## src/rtl/stream_arbiter_nport.sv

```systemverilog
// N-input AXI-Stream packet arbiter. Merges several event streams into one
// output stream. A source that wins keeps the grant until its tlast beat is
// accepted. Fixed-priority (MODE 0) or round-robin (MODE 1) selection, one
// registered output stage, 1 beat/cycle with full backpressure.
module stream_arbiter_nport #(
  parameter int NUM_PORTS = 4,
  parameter int DATA_W    = 64,
  parameter int MODE      = 0,
  localparam int GW       = (NUM_PORTS > 1) ? $clog2(NUM_PORTS) : 1
) (
  input  logic                          i_clk,
  input  logic                          i_rst_n,
  input  logic [NUM_PORTS*DATA_W-1:0]   i_s_axis_tdata,
  input  logic [NUM_PORTS-1:0]          i_s_axis_tvalid,
  input  logic [NUM_PORTS-1:0]          i_s_axis_tlast,
  output logic [NUM_PORTS-1:0]          o_s_axis_tready,
  output logic [DATA_W-1:0]             o_m_axis_tdata,
  output logic                          o_m_axis_tvalid,
  output logic                          o_m_axis_tlast,
  input  logic                          i_m_axis_tready,
  output logic [GW-1:0]                 o_grant_id,
  output logic                          o_pkt_active
);

  typedef enum logic {ST_IDLE, ST_LOCKED} state_t;

  state_t              r_state;
  logic [GW-1:0]       r_rr_ptr;
  logic [GW-1:0]       r_lock_idx;
  logic [GW-1:0]       r_gid_p1;
  logic [DATA_W-1:0]   r_data_p1;
  logic                r_vld_p1;
  logic                r_last_p1;

  logic                       w_slot_free;
  logic                       w_any_valid;
  logic [GW-1:0]              w_ptr_eff;
  logic [2*NUM_PORTS-1:0]     w_dbl;
  logic [NUM_PORTS-1:0]       w_rot;
  logic [GW-1:0]              w_off;
  logic [GW:0]                w_sum;
  logic [GW-1:0]              w_winner;
  logic [GW-1:0]              w_sel_idx;
  logic [NUM_PORTS-1:0]       w_ready;
  logic                       w_accept;
  logic [DATA_W-1:0]          w_sel_data;
  logic                       w_sel_last;
  logic [GW-1:0]              w_ptr_next;

  assign w_slot_free = !r_vld_p1 || i_m_axis_tready;
  assign w_any_valid = |i_s_axis_tvalid;

  // Fixed priority is round-robin with the search origin pinned to port 0.
  assign w_ptr_eff = (MODE == 1) ? r_rr_ptr : '0;
  assign w_dbl     = {i_s_axis_tvalid, i_s_axis_tvalid} >> w_ptr_eff;

  // Winner: first valid port at or above the search origin, with wrap.
  always_comb begin
    w_rot = w_dbl[NUM_PORTS-1:0];
    w_off = '0;
    for (int k = NUM_PORTS - 1; k >= 0; k--) begin
      if (w_rot[k]) w_off = GW'(k);
    end
    w_sum = {1'b0, w_ptr_eff} + {1'b0, w_off};
    if (w_sum >= (GW+1)'(NUM_PORTS)) w_sum = w_sum - (GW+1)'(NUM_PORTS);
    w_winner = w_sum[GW-1:0];
  end

  assign w_sel_idx = (r_state == ST_IDLE) ? w_winner : r_lock_idx;

  // Per-port ready and the data/last mux of the selected source.
  always_comb begin
    w_ready    = '0;
    w_sel_data = '0;
    w_sel_last = 1'b0;
    for (int k = 0; k < NUM_PORTS; k++) begin
      if (r_state == ST_IDLE) begin
        w_ready[k] = w_slot_free && w_any_valid && (w_winner == GW'(k));
      end else begin
        w_ready[k] = w_slot_free && (r_lock_idx == GW'(k));
      end
      if (w_sel_idx == GW'(k)) begin
        w_sel_data = i_s_axis_tdata[k*DATA_W +: DATA_W];
        w_sel_last = i_s_axis_tlast[k];
      end
    end
  end

  assign w_accept   = |(i_s_axis_tvalid & w_ready);
  assign w_ptr_next = (w_sel_idx == GW'(NUM_PORTS - 1)) ? '0 : w_sel_idx + GW'(1);

  // Lock FSM, round-robin pointer and the registered output stage.
  always_ff @(posedge i_clk) begin
    if (!i_rst_n) begin
      r_state    <= ST_IDLE;
      r_rr_ptr   <= '0;
      r_lock_idx <= '0;
      r_vld_p1   <= 1'b0;
      r_data_p1  <= '0;
      r_last_p1  <= 1'b0;
      r_gid_p1   <= '0;
    end else begin
      // ---- stage p1: output register ----
      if (w_slot_free) begin
        if (w_accept) begin
          r_vld_p1  <= 1'b1;
          r_data_p1 <= w_sel_data;
          r_last_p1 <= w_sel_last;
          r_gid_p1  <= w_sel_idx;
        end else begin
          r_vld_p1  <= 1'b0;
        end
      end
      if (w_accept) begin
        case (r_state)
          ST_IDLE: begin
            if (!w_sel_last) begin
              r_state    <= ST_LOCKED;
              r_lock_idx <= w_sel_idx;
            end
          end
          ST_LOCKED: begin
            if (w_sel_last) r_state <= ST_IDLE;
          end
          default: r_state <= ST_IDLE;
        endcase
        if (w_sel_last) r_rr_ptr <= w_ptr_next;
      end
    end
  end

  assign o_s_axis_tready = w_ready;
  assign o_m_axis_tdata  = r_data_p1;
  assign o_m_axis_tvalid = r_vld_p1;
  assign o_m_axis_tlast  = r_last_p1;
  assign o_grant_id      = r_gid_p1;
  assign o_pkt_active    = (r_state == ST_LOCKED);

endmodule

```

## config.mk

```make
export PLATFORM = sky130hd
export DESIGN_NAME = stream_arbiter_nport
export DESIGN_NICKNAME = d
export VERILOG_FILES = /design/src/rtl/stream_arbiter_nport.sv
export SDC_FILE = /design/constraint.sdc
export NUM_CORES = 1
export LEC_CHECK = 0
export ABC_AREA = 1
export BUFFER_PORTS_ARGS = -buffer_cell sky130_fd_sc_hd__buf_2
export CORE_AREA = 2 2 132 134
export DETAILED_ROUTE_END_ITERATION = 8
export DIE_AREA = 0 0 134 136
export PLACE_DENSITY = 0.6
export SYNTH_ARGS = -nofsm -noshare
export SYNTH_HDL_FRONTEND = slang
export SYNTH_SLANG_ARGS = --single-unit
```

## constraint.sdc

```tcl
create_clock -name i_clk -period 1.9 [get_ports i_clk]
set_input_delay 0.19 -clock i_clk [delete_from_list [all_inputs] [get_ports i_clk]]
set_output_delay 0.19 -clock i_clk [all_outputs]
set_load 0.02 [all_outputs]
```

==> results list, run 1 <==
- Status: completed
- Summing all placed instances gives a cell area of roughly 6100 µm².
* # Post-CTS Setup Buffers: 0
- TritonCTS created 9 clock buffers.
* Final worst hold slack: 117 ps
- Total of buffers placed on input and output ports: 339
* Overall via count from detail_route: 5500
- Fill cell count: 1825
- The worst setup path is captured at a flop.
- Count of H-tree levels built during CTS: 3
- Element type at the critical path start: flop
- Count of endpoints failing setup in the final report: 0
- Routability-driven placement finished with a final weighted congestion of between 0.7 and 0.8.
- With fillers left out, the area of the finished cells amounts to roughly 6500 µm².
- For this run, the top clock speed supported by timing is around 570 MHz.
- The share of synthesized area in the top cell type comes to 0.345.
- 0 antenna diodes ended up in the layout.
* Worst-margin pin slew: roughly 340 ps
- Share of the cycle needed by the critical path after routing: 0.926
* IR drop worst, VDD: 0.448 mV
- Clock skew on the completed layout was measured at 3.84 ps.
- Die extent in x: between 100 and 150 µm
- At the worst endpoint, the arrival time is approximately 2000 ps.
- Yosys printed 0 warnings.
* Final-report hold violation count: 0
* Power density cells: around 940 nW/µm²
* Cell type contributing the most total cell area after synthesis: dfxtp_1
- The netlist uses 21 different library cells.
- Clock latency on the worst-skew pair: around 330 ps
- The first global-routing pass estimated roughly 25000 µm of wire.
* DIE HEIGHT: 136 µm
- The mapped netlist covers between 4000 and 5000 µm².
- Leakage component of the power: 3.34 nW
- The via count of the first global-routing pass was 5229.
* All-Layer GR Usage: 0.174
- For this run, the slowest stage of the critical path takes ~350 ps.
- Iteration-0 DRC count of the detailed router: approximately 180
- Worst min-delay path class: input pin to flop
- The slowest stage of the critical path is the dfxtp_2 cell.
- Across all setup checks in the final design, the least slack found is around 140 ps.
- The number of nets in the synthesized netlist is between 900 and 1000.
- Dividing the synthesized area by the synthesized cell count gives 6.33 µm².
* Max-slew headroom: 0.775
- Clock-pin slew was measured on the worst setup and hold paths at approximately 60 ps.
- Detailed placement ended at an HPWL of about 13000 µm.
* Initial DRT Pass Iterations: 4
- Required time of the worst setup path: around 2100 ps
- Net count of the finished layout: 1239
- Register area share after synthesis: 0.345
* Starting density of the core: 0.244
- Average routed wire per standard cell: about 14 µm
- Reported max-cap violation count: 0
- Gate count of the mapped netlist: between 600 and 700
- Area overhead of the layout relative to synthesis: 57.3%
- Leaving out fill and tap cells, the most frequent cell in the layout is buf_2.
* Synthesis-stage register bit count: 71
* CTS tree: yes
- For this design, the sink count on the clock tree is 71.
- Maximum number of pins on one net before global-route repair: between 60 and 70
* Number of standard-cell rows in the floorplan: between 40 and 50
- Antenna violations before repair: 0
- IO Pins: 340
- The critical path is of the flop to flop type.
- In this run the clock root is driven by a clkbuf_16.
- DRC violation count after routing: 0
- Post-placement worst setup slack: 112 ps
* Top fanout value on the critical path: 27
- Overflow left after global routing: 0
- The core region is roughly 17000 µm².
* Total wirelength of the detailed-routed design: between 15000 and 20000 µm
- Cells traversed along the worst timing path: inv_2 -> nand3_2 -> o22ai_2 -> nand2_1 -> nand2_4 -> buf_12 -> buf_12 -> nand4_1 -> nand2_1 -> nor2_1
* Die outline area: around 18000 µm²
* Count of pins over their slew limit: 0
- Yosys attributes the largest share of cell area to dfxtp_1 (35%), nand2_1 (21%), a21oi_1 (9.2%).
- Clock period minus worst slack: roughly 1800 ps
- Fraction of layout cells with a size suffix above 1: 0.402
- Commonest non-fill, non-tap cells in the layout: buf_2 (339), nand2_1 (229), a21oi_1 (76), dfxtp_1 (70), o21ai_0 (50)
* Post-DRT Antenna Nets: 0
- Detail-routed via count per cell: 4.58
- The longest clock path from root to sink contains 2 buffers.
==> logic make-up after synthesis <==
kind of cell,after synthesis,share of synthesized area
buf+inv,64,0.0781
simple gates,363,0.379
compound gates,152,0.197
flops,71,0.345
==> area by class of cell <==
class / instances / area, µm² / share of cell area
multi-input combinational: 515 / 2390 / 0.370
timing repair buffer: 357 / 1980 / 0.305
sequential: 71 / 1420 / 0.220
tap: 225 / 282 / 0.0435
clock buffer: 11 / 253 / 0.0390
clock inverter: 5 / 80.1 / 0.0124
inverter: 18 / 67.6 / 0.0104
==> final timing paths <==
path | from | to | slack (ps) | cells past startpoint
max | o_pkt_active$_SDFFE_PN0P_ | o_m_axis_tdata[2]$_SDFFE_PN0P_ | 140 | 10
min | i_s_axis_tdata[202] | o_m_axis_tdata[10]$_SDFFE_PN0P_ | 120 | 3
max reg2reg | o_pkt_active$_SDFFE_PN0P_ | o_m_axis_tdata[2]$_SDFFE_PN0P_ | 140 | 10
min reg2reg | o_m_axis_tdata[24]$_SDFFE_PN0P_ | o_m_axis_tdata[24]$_SDFFE_PN0P_ | 460 | 2
==> metal layers <==
metal,share of wire,track usage,vias up
li1,-,-,2834
met1,0.41,0.194,2386
met2,0.49,0.314,254
met3,0.080,0.0410,26
met4,0.026,0.0792,0
met5,0,0,-
==> worst max-delay path: cells and delay by family, from the launching register on <==
kind	cells	cell delay, ps
simple gates	6	620
compound gates	1	170
buf+inv	3	480
flops	1	350
==> metrics by stage <==
step | TNS, ps | instances | total power, mW | util
2_1_floorplan | 0 | 650 | 3.32 | -
3_3_place_gp | 0 | 1186 | 4.23 | 0.363
3_5_place_dp | 0 | 1186 | 4.25 | 0.363
4_1_cts | 0 | 1202 | 6.16 | 0.383
5_1_grt | -5.65 | 1202 | 6.51 | 0.384
6_report | 0 | 1202 | 6.07 | 0.384
==> flip-flops by register name, indices dropped and copies added, names as in the netlist <==
register	flops
o_m_axis_tlast	1
r_lock_idx	2
o_pkt_active	1
o_m_axis_tvalid	1
o_m_axis_tdata	64
o_grant_id	2
==> synth_stat cells, drive strengths merged <==
master / count
a22oi: 20
o21ai: 55
clkbuf: 10
a21oi: 76
nor2: 51
nand2: 235
nand3: 39
inv: 18
buf: 36
o22ai: 1
dfxtp: 71
nand4: 38
==> timing repair <==
item	in CTS	in global routing
endpoints found under the setup margin	0	28
hold buffers	0	0
gates resized for setup	0	4
==> report_power, final <==
part           total, mW  switching, mW  internal [mW]
Sequential          1.88          0.119           1.76
Clock               1.86          0.644           1.22
Combinational       2.33           1.42          0.904
Power figures use the tool's default switching activity.
==> inputs of run 2 (changes only) <==
REMOVE_ABC_BUFFERS = 1   (was default)
SETUP_SLACK_MARGIN = 0.3   (was default)
==> results list, run 2 (synthesized netlist as in run 1, its figures left out) <==
- Maximum number of pins on one net before global-route repair: 67 (-1.5%)
- The number of antenna repair diodes is 0 (unchanged).
* Starting density of the core: 0.244 (unchanged)
- Detail Route met3 WL: 1380 µm (+4.2%)
* Clk pin slew, worst setup/hold paths: 60 ps (about the same)
- Clock buffer depth: 2 (unchanged)
- The global-route total usage across every layer is 0.185 (+0.0108).
- Die extent in x: 134 µm (unchanged)
* Count of pins over their slew limit: 0 (unchanged)
* Critical path data arrival time: 1900 ps (-90 ps)
* Met2 wire length: 10200 µm (+27%)
* Share of the cycle needed by the critical path after routing: 0.881 (-0.0450)
- The count of vias placed by the detailed router is 5902 (+7.3%).
* DRC violation count after routing: 0 (unchanged)
- Total of buffers placed on input and output ports: 339 (unchanged)
- The count of placed standard cells in the final layout, fillers left out was 1233 (+2.6%).
* CTS tree: yes
* Max-slew headroom: 0.781 (+0.00566)
- The number of cells after detailed placement was 1182 (-0.34%).
* DIE HEIGHT: 136 µm (unchanged)
- The clock skew after layout came to 4.40 ps (+0.559 ps).
- The wire length of the first global-routing pass is 26400 µm (+5.8%).
- The sequential cell fraction of total power is 0.285 (-0.025).
- The routed wire length was 20700 µm (+26%).
- Number of buffers created by CTS: 9 (unchanged)
* Number of standard-cell rows in the floorplan: 48 (unchanged)
* Iteration-0 DRC count of the detailed router: 305 (+67%)
* Power density cells: 894 nW/µm² (-4.5%)
* Average routed wire per standard cell: 16.8 µm (+23%)
- The via-per-instance ratio was 4.79 (+4.6%).
- The instance area at placement came to 6090 µm² (-0.59%).
* Clock period minus worst slack: 1670 ps (-85.5 ps)
* Via count of the first global-routing pass: 5164 (-1.2%)
- Sw Share: 0.383 (+0.0224)
- Maximum frequency from static timing analysis: 598 MHz (+5.1%)
- The proportion of layout cells with a drive suffix above 1 came to 0.510 (+0.108).
- The number of clock sinks was 71 (unchanged).
- Cell-internal power: 4.15 mW (+7.0%)
- Metal-1 WL: 8850 µm (+33%)
- Status: completed
* Final RePlAce weighted congestion: 0.853 (+11%)
- The power spent charging and discharging nets is 2.57 mW (+18%).
- Initial DRT Pass Iterations: 5 (+1)
- Minimum setup slack in the final design: 227 ps (+85.5 ps)
* Core area: 16900 µm² (unchanged)
- The slew at the pin with the worst max-slew slack is 329 ps (-8.49 ps).
- Count of endpoints failing setup in the final report: 0 (unchanged)
- Post-DRT Antenna Nets: 0 (unchanged)
- The number of failing hold endpoints at the final stage was 0 (unchanged).
- Total power consumption of the routed design: 6.72 mW (+11%)
- The combinational group share of total power was 0.463 (+0.079).
- Number of hold-repair buffers added at the cts stage: 0 (unchanged)
- The net count of the finished layout came to 1270 (+2.5%).
* Clock root buffer: clkbuf_16
* TNS Setup: 0 ps (unchanged)
* Category of the critical setup timing path: flop to flop
* Overflow left after global routing: 0 (unchanged)
* Type of destination of the critical path: flop
* Count of H-tree levels built during CTS: 3 (unchanged)
* Clock latency on the worst-skew pair: 340 ps (about the same)
- HPWL Detailed: 12300 µm (-3.9%)
- The worst hold slack came to 116 ps (-0.805 ps).
* Finished Core Util: 0.445 (+0.0617)
- The total leakage power came to 3.82 nW (+14%).
- Required time of the worst setup path: 2130 ps (about the same)
- Worst min-delay path class: input pin to flop
- Top fanout value on the critical path: 8 (-70%)
- Commonest non-fill, non-tap cells in the layout: buf_2 (338), nand2_1 (192), dfxtp_1 (68), a21oi_1 (66), nor2_1 (41)
* Area overhead of the layout relative to synthesis: 82.6%
- Die outline area: 18200 µm² (unchanged)
- Setup repair after global routing missed its margin: yes
- Antenna violations before repair: 0 (unchanged)
- The final standard cell area without fillers came to 7520 µm² (+16%).
- Element type at the critical path start: flop
* Reported max-cap violation count: 0 (unchanged)
* Clock network fraction of design power: 0.252 (-0.055)
- The library cell used most frequently in the layout, excluding fill and tap cells, is buf_2.
- The worst setup slack after placement is 122 ps (+10.3 ps).
* IO Pins: 340 (unchanged)
* Highest routing layer actually used: met4
- The number of flip-flops in the largest register is 64 (unchanged).
- The maximum ir drop on the vdd rail was 0.409 mV (-8.6%).
-- run 2: final cells by class --
cell class,instances,area [µm²]
Multi-Input combinational cell,515,2830
Timing Repair Buffer,388,2600
Sequential cell,71,1430
Inverter,18,82.6
Clock buffer,12,246
Tap cell,225,282
Clock inverter,4,45.0
Fill cell,1778,9360
-- run 2: power by group through the flow --
stage	logic, mW	registers [mW]	clock network (mW)
after floorplan	0.967	2.23	0
after global placement	2.28	1.90	0
after detailed placement	2.29	1.91	0
after CTS	2.54	1.90	1.74
after global routing	3.35	1.95	1.81
final	3.11	1.92	1.69
-- run 2: metal layers --
| layer | global-route usage | vias to the layer above |
|---|---|---|
| li1 | - | 2915 |
| met1 | 0.221 | 2713 |
| met2 | 0.314 | 251 |
| met3 | 0.0544 | 23 |
| met4 | 0.0668 | 0 |
| met5 | 0 | - |
-- run 2: worst max-delay path, cell delays in order, from the launching register on --
cell and delay (ps):
dfxtp_1 370, inv_1 100, nand2_4 90, o21ai_2 60, nand2_1 100, nand2_2 80
nor2_4 130, nand2_8 110, buf_12 170, clkbuf_16 160, o21ai_1 140, a21oi_2 40
-- run 2: what timing repair did --
action | in CTS | in global routing
pin swaps | 5 | 51
endpoints found under the setup margin | 70 | 72
resized for setup | 50 | 123
setup buffers | 6 | 9
gates cloned | 3 | 17
-- run 2: worst paths after layout --
check	start	end	slack (ps)	cells after the start
worst max register to register	r_lock_idx[0]$_SDFFE_PN0P_	o_m_axis_tdata[30]$_SDFFE_PN0P_	230	11
worst min register to register	o_m_axis_tdata[1]$_SDFFE_PN0P_	o_m_axis_tdata[1]$_SDFFE_PN0P_	460	2
worst max-delay path	r_lock_idx[0]$_SDFFE_PN0P_	o_m_axis_tdata[30]$_SDFFE_PN0P_	230	11
worst min-delay path	i_s_axis_tdata[192]	o_m_axis_tdata[0]$_SDFFE_PN0P_	120	3
==> inputs of run 3 (changes only) <==
clock period = 1.8 ns   (was 1.9 ns; I/O delays follow)
==> results list, run 3 (synthesized netlist as in run 1, its figures left out) <==
- The flow ran to the end, and the final reports show no timing, DRC or antenna violations.
- The die span in y is 136 µm (unchanged).
* Final-report hold violation count: 0 (unchanged)
* Antenna violations before repair: 2 (+2)
- The detailed-router iteration count before antenna repair was 5 (unchanged).
* Maximum frequency from static timing analysis: 567 MHz (-5.2%)
- The arrival time of data at the critical path endpoint came to 1990 ps (+90 ps).
- The via count of the first global-routing pass is 5363 (+3.9%).
* All-Layer GR Usage: 0.190 (+0.00552)
- The worst max-slew margin expressed relative to the limit is 0.794 (+0.0138).
- The library cell used most frequently in the layout, excluding fill and tap cells, is buf_2.
* Delay of the slowest cell on the worst path: 380 ps (about the same)
* Overflow left after global routing: 0 (unchanged)
- The wire length of the first global-routing pass was 27300 µm (+3.4%).
* Area after DPL: 6130 µm² (+0.62%)
- Fraction of layout cells with a size suffix above 1: 0.466 (-0.0435)
- Walking the worst path, the cells encountered are buf_4 -> nand2_2 -> o21ai_2 -> nand2_1 -> nand2_1 -> nor2_2 -> nand2_4 -> clkbuf_16 -> buf_12 -> buf_16 -> nor2_1 -> nor2_1.
- Clock latency on the worst-skew pair: 330 ps (about the same)
- Type of destination of the critical path: flop
* Clock Sinks: 71 (unchanged)
* Leakage component of the power: 3.81 nW (-0.15%)
* Maximum number of pins on one net before global-route repair: 67 (unchanged)
- Starting density of the core: 0.244 (unchanged)
- Core area: 16900 µm² (unchanged)
- Overall via count from detail_route: 5959 (+0.97%)
- Number of standard-cell rows in the floorplan: 48 (unchanged)
- Required time of the worst setup path: 2030 ps (-100 ps)
- The TritonCTS buffer count was 9 (unchanged).
- Post-DRT Antenna Nets: 0 (unchanged)
- The via-per-instance ratio came to 4.75 (-0.73%).
* Total of buffers placed on input and output ports: 339 (unchanged)
- HPWL Detailed: 12500 µm (+1.1%)
* Iteration-0 DRC count of the detailed router: 355 (+16%)
- STA classifies the critical path startpoint as a flop.
- The max-cap violation count was 0 (unchanged).
- The post-route fraction of the period consumed by the critical path is 0.981 (+0.0999).
* Clock root buffer: clkbuf_16
- Total wirelength of the detailed-routed design: 20300 µm (-1.7%)
- TritonCTS built the clock tree.
- The placer's final routability congestion estimate is 0.858 (+0.60%).
* Final clock skew: 6.69 ps (+2.29 ps)
- Setup repair after global routing missed its margin: yes
- Number of hold-repair buffers added at the cts stage: 0 (unchanged)
- Count of pins over their slew limit: 0 (unchanged)
* Net count of the finished layout: 1289 (+1.5%)
- The total buffers and inverters traversed by the critical path is 4 (+1).
- Worst-margin pin slew: 308 ps (-20.8 ps)
- The number of top-level design ports came to 340 (unchanged).
- The total power per unit cell area came to 963 nW/µm² (+7.7%).
- The worst hold slack is 106 ps (-10.5 ps).
- Finished Core Util: 0.445 (-0.000890)
- Among all stages on the critical path, the largest delay is contributed by dfxtp_4.
* Clk pin slew, worst setup/hold paths: 60 ps (about the same)
* Die outline area: 18200 µm² (unchanged)
- Count of H-tree levels built during CTS: 3 (unchanged)
- The worst hold path belongs to the class input pin to flop.
- The number of flip-flops in the largest register came to 64 (unchanged).
* Minimum setup slack in the final design: 34.8 ps (-192 ps)
- Fill cell count: 1724 (-3.0%)
* Area overhead of the layout relative to synthesis: 82.2%
- The total negative slack is 0 ps (unchanged).
* DRC violation count after routing: 0 (unchanged)
* IR drop worst, VDD: 0.495 mV (+21%)
- Average routed wire per standard cell: 16.2 µm (-3.4%)
- The kind of cell with the highest combined delay along the critical path is simple AND/OR/NAND/NOR gates.
- The chip width came to 134 µm (unchanged).
* Clock buffer depth: 2 (unchanged)
- Clock period minus worst slack: 1770 ps (+91.7 ps)
* Category of the critical setup timing path: flop to flop
- The worst-path maximum fanout is 8 (unchanged).
* Final design instance area without fill: 7500 µm² (-0.20%)
* Count of endpoints failing setup in the final report: 0 (unchanged)
- Commonest non-fill, non-tap cells in the layout: buf_2 (339), nand2_1 (220), a21oi_1 (69), dfxtp_1 (68), nor2_1 (41)
* Post-placement worst setup slack: 53.3 ps (-68.7 ps)
-- run 3: changes by cell type in the layout (fill, tap and decap cells not counted), moves of 4 or more --
cell	before	now
o21ai_0	16	27
nand2_2	27	7
o21ai_2	18	4
nand2_4	13	8
nand2_1	192	220
nand3_2	14	6
buf_4	10	21
nand3_1	22	31
buf_12	15	19
-- run 3: what timing repair did --
item	in CTS	in global routing
cloned	5	16
setup endpoints to repair	73	72
buffers inserted	21	7
pin swaps	7	8
hold endpoints to repair	0	0
resized for setup	59	46
-- run 3: layout make-up --
type | count | area (µm²) | area share
antenna | 2 | 5.00 | 0.000667
clock buffer | 12 | 267 | 0.0355
clock inverter | 4 | 52.6 | 0.00700
inverter | 18 | 82.6 | 0.0110
multi-input combinational | 515 | 2560 | 0.341
sequential | 71 | 1430 | 0.190
tap | 225 | 282 | 0.0375
timing repair buffer | 407 | 2830 | 0.377
-- run 3: worst min-delay path, cell delays in order --
cell     delay [ps]
buf_2            70
a21oi_1          50
a21oi_1         100
-- run 3: layer usage --
layer  wire length, µm  part of all wire  GRT usage
met1              8800              0.43      0.238
met2              9720              0.48      0.328
met3              1400             0.069     0.0317
met4               423             0.021     0.0709
met5                 0                 0          0
-- run 3: final timing paths --
path	slack, ps	cells past startpoint	start	endpoint
worst max-delay path	30	12	o_pkt_active$_SDFFE_PN0P_	o_m_axis_tdata[2]$_SDFFE_PN0P_
worst min-delay path	110	3	i_s_axis_tdata[253]	o_m_axis_tdata[61]$_SDFFE_PN0P_
worst max register to register	30	12	o_pkt_active$_SDFFE_PN0P_	o_m_axis_tdata[2]$_SDFFE_PN0P_
worst min register to register	460	2	o_m_axis_tdata[1]$_SDFFE_PN0P_	o_m_axis_tdata[1]$_SDFFE_PN0P_
-- run 3: report_power, final --
part           internal (mW)  switching [mW]  leakage, nW
combinational           1.50            1.82         3.08
sequential              1.86           0.157        0.589
clock                   1.19           0.707        0.147
total                   4.55            2.68         3.81
-- run 3: stage by stage --
stage | cells | total power [mW]
finish | 1254 | 7.23
global route | 1254 | 7.64
CTS | 1229 | 6.76
detailed placement | 1187 | 4.45
global placement | 1187 | 4.44
floorplan | 604 | 3.38
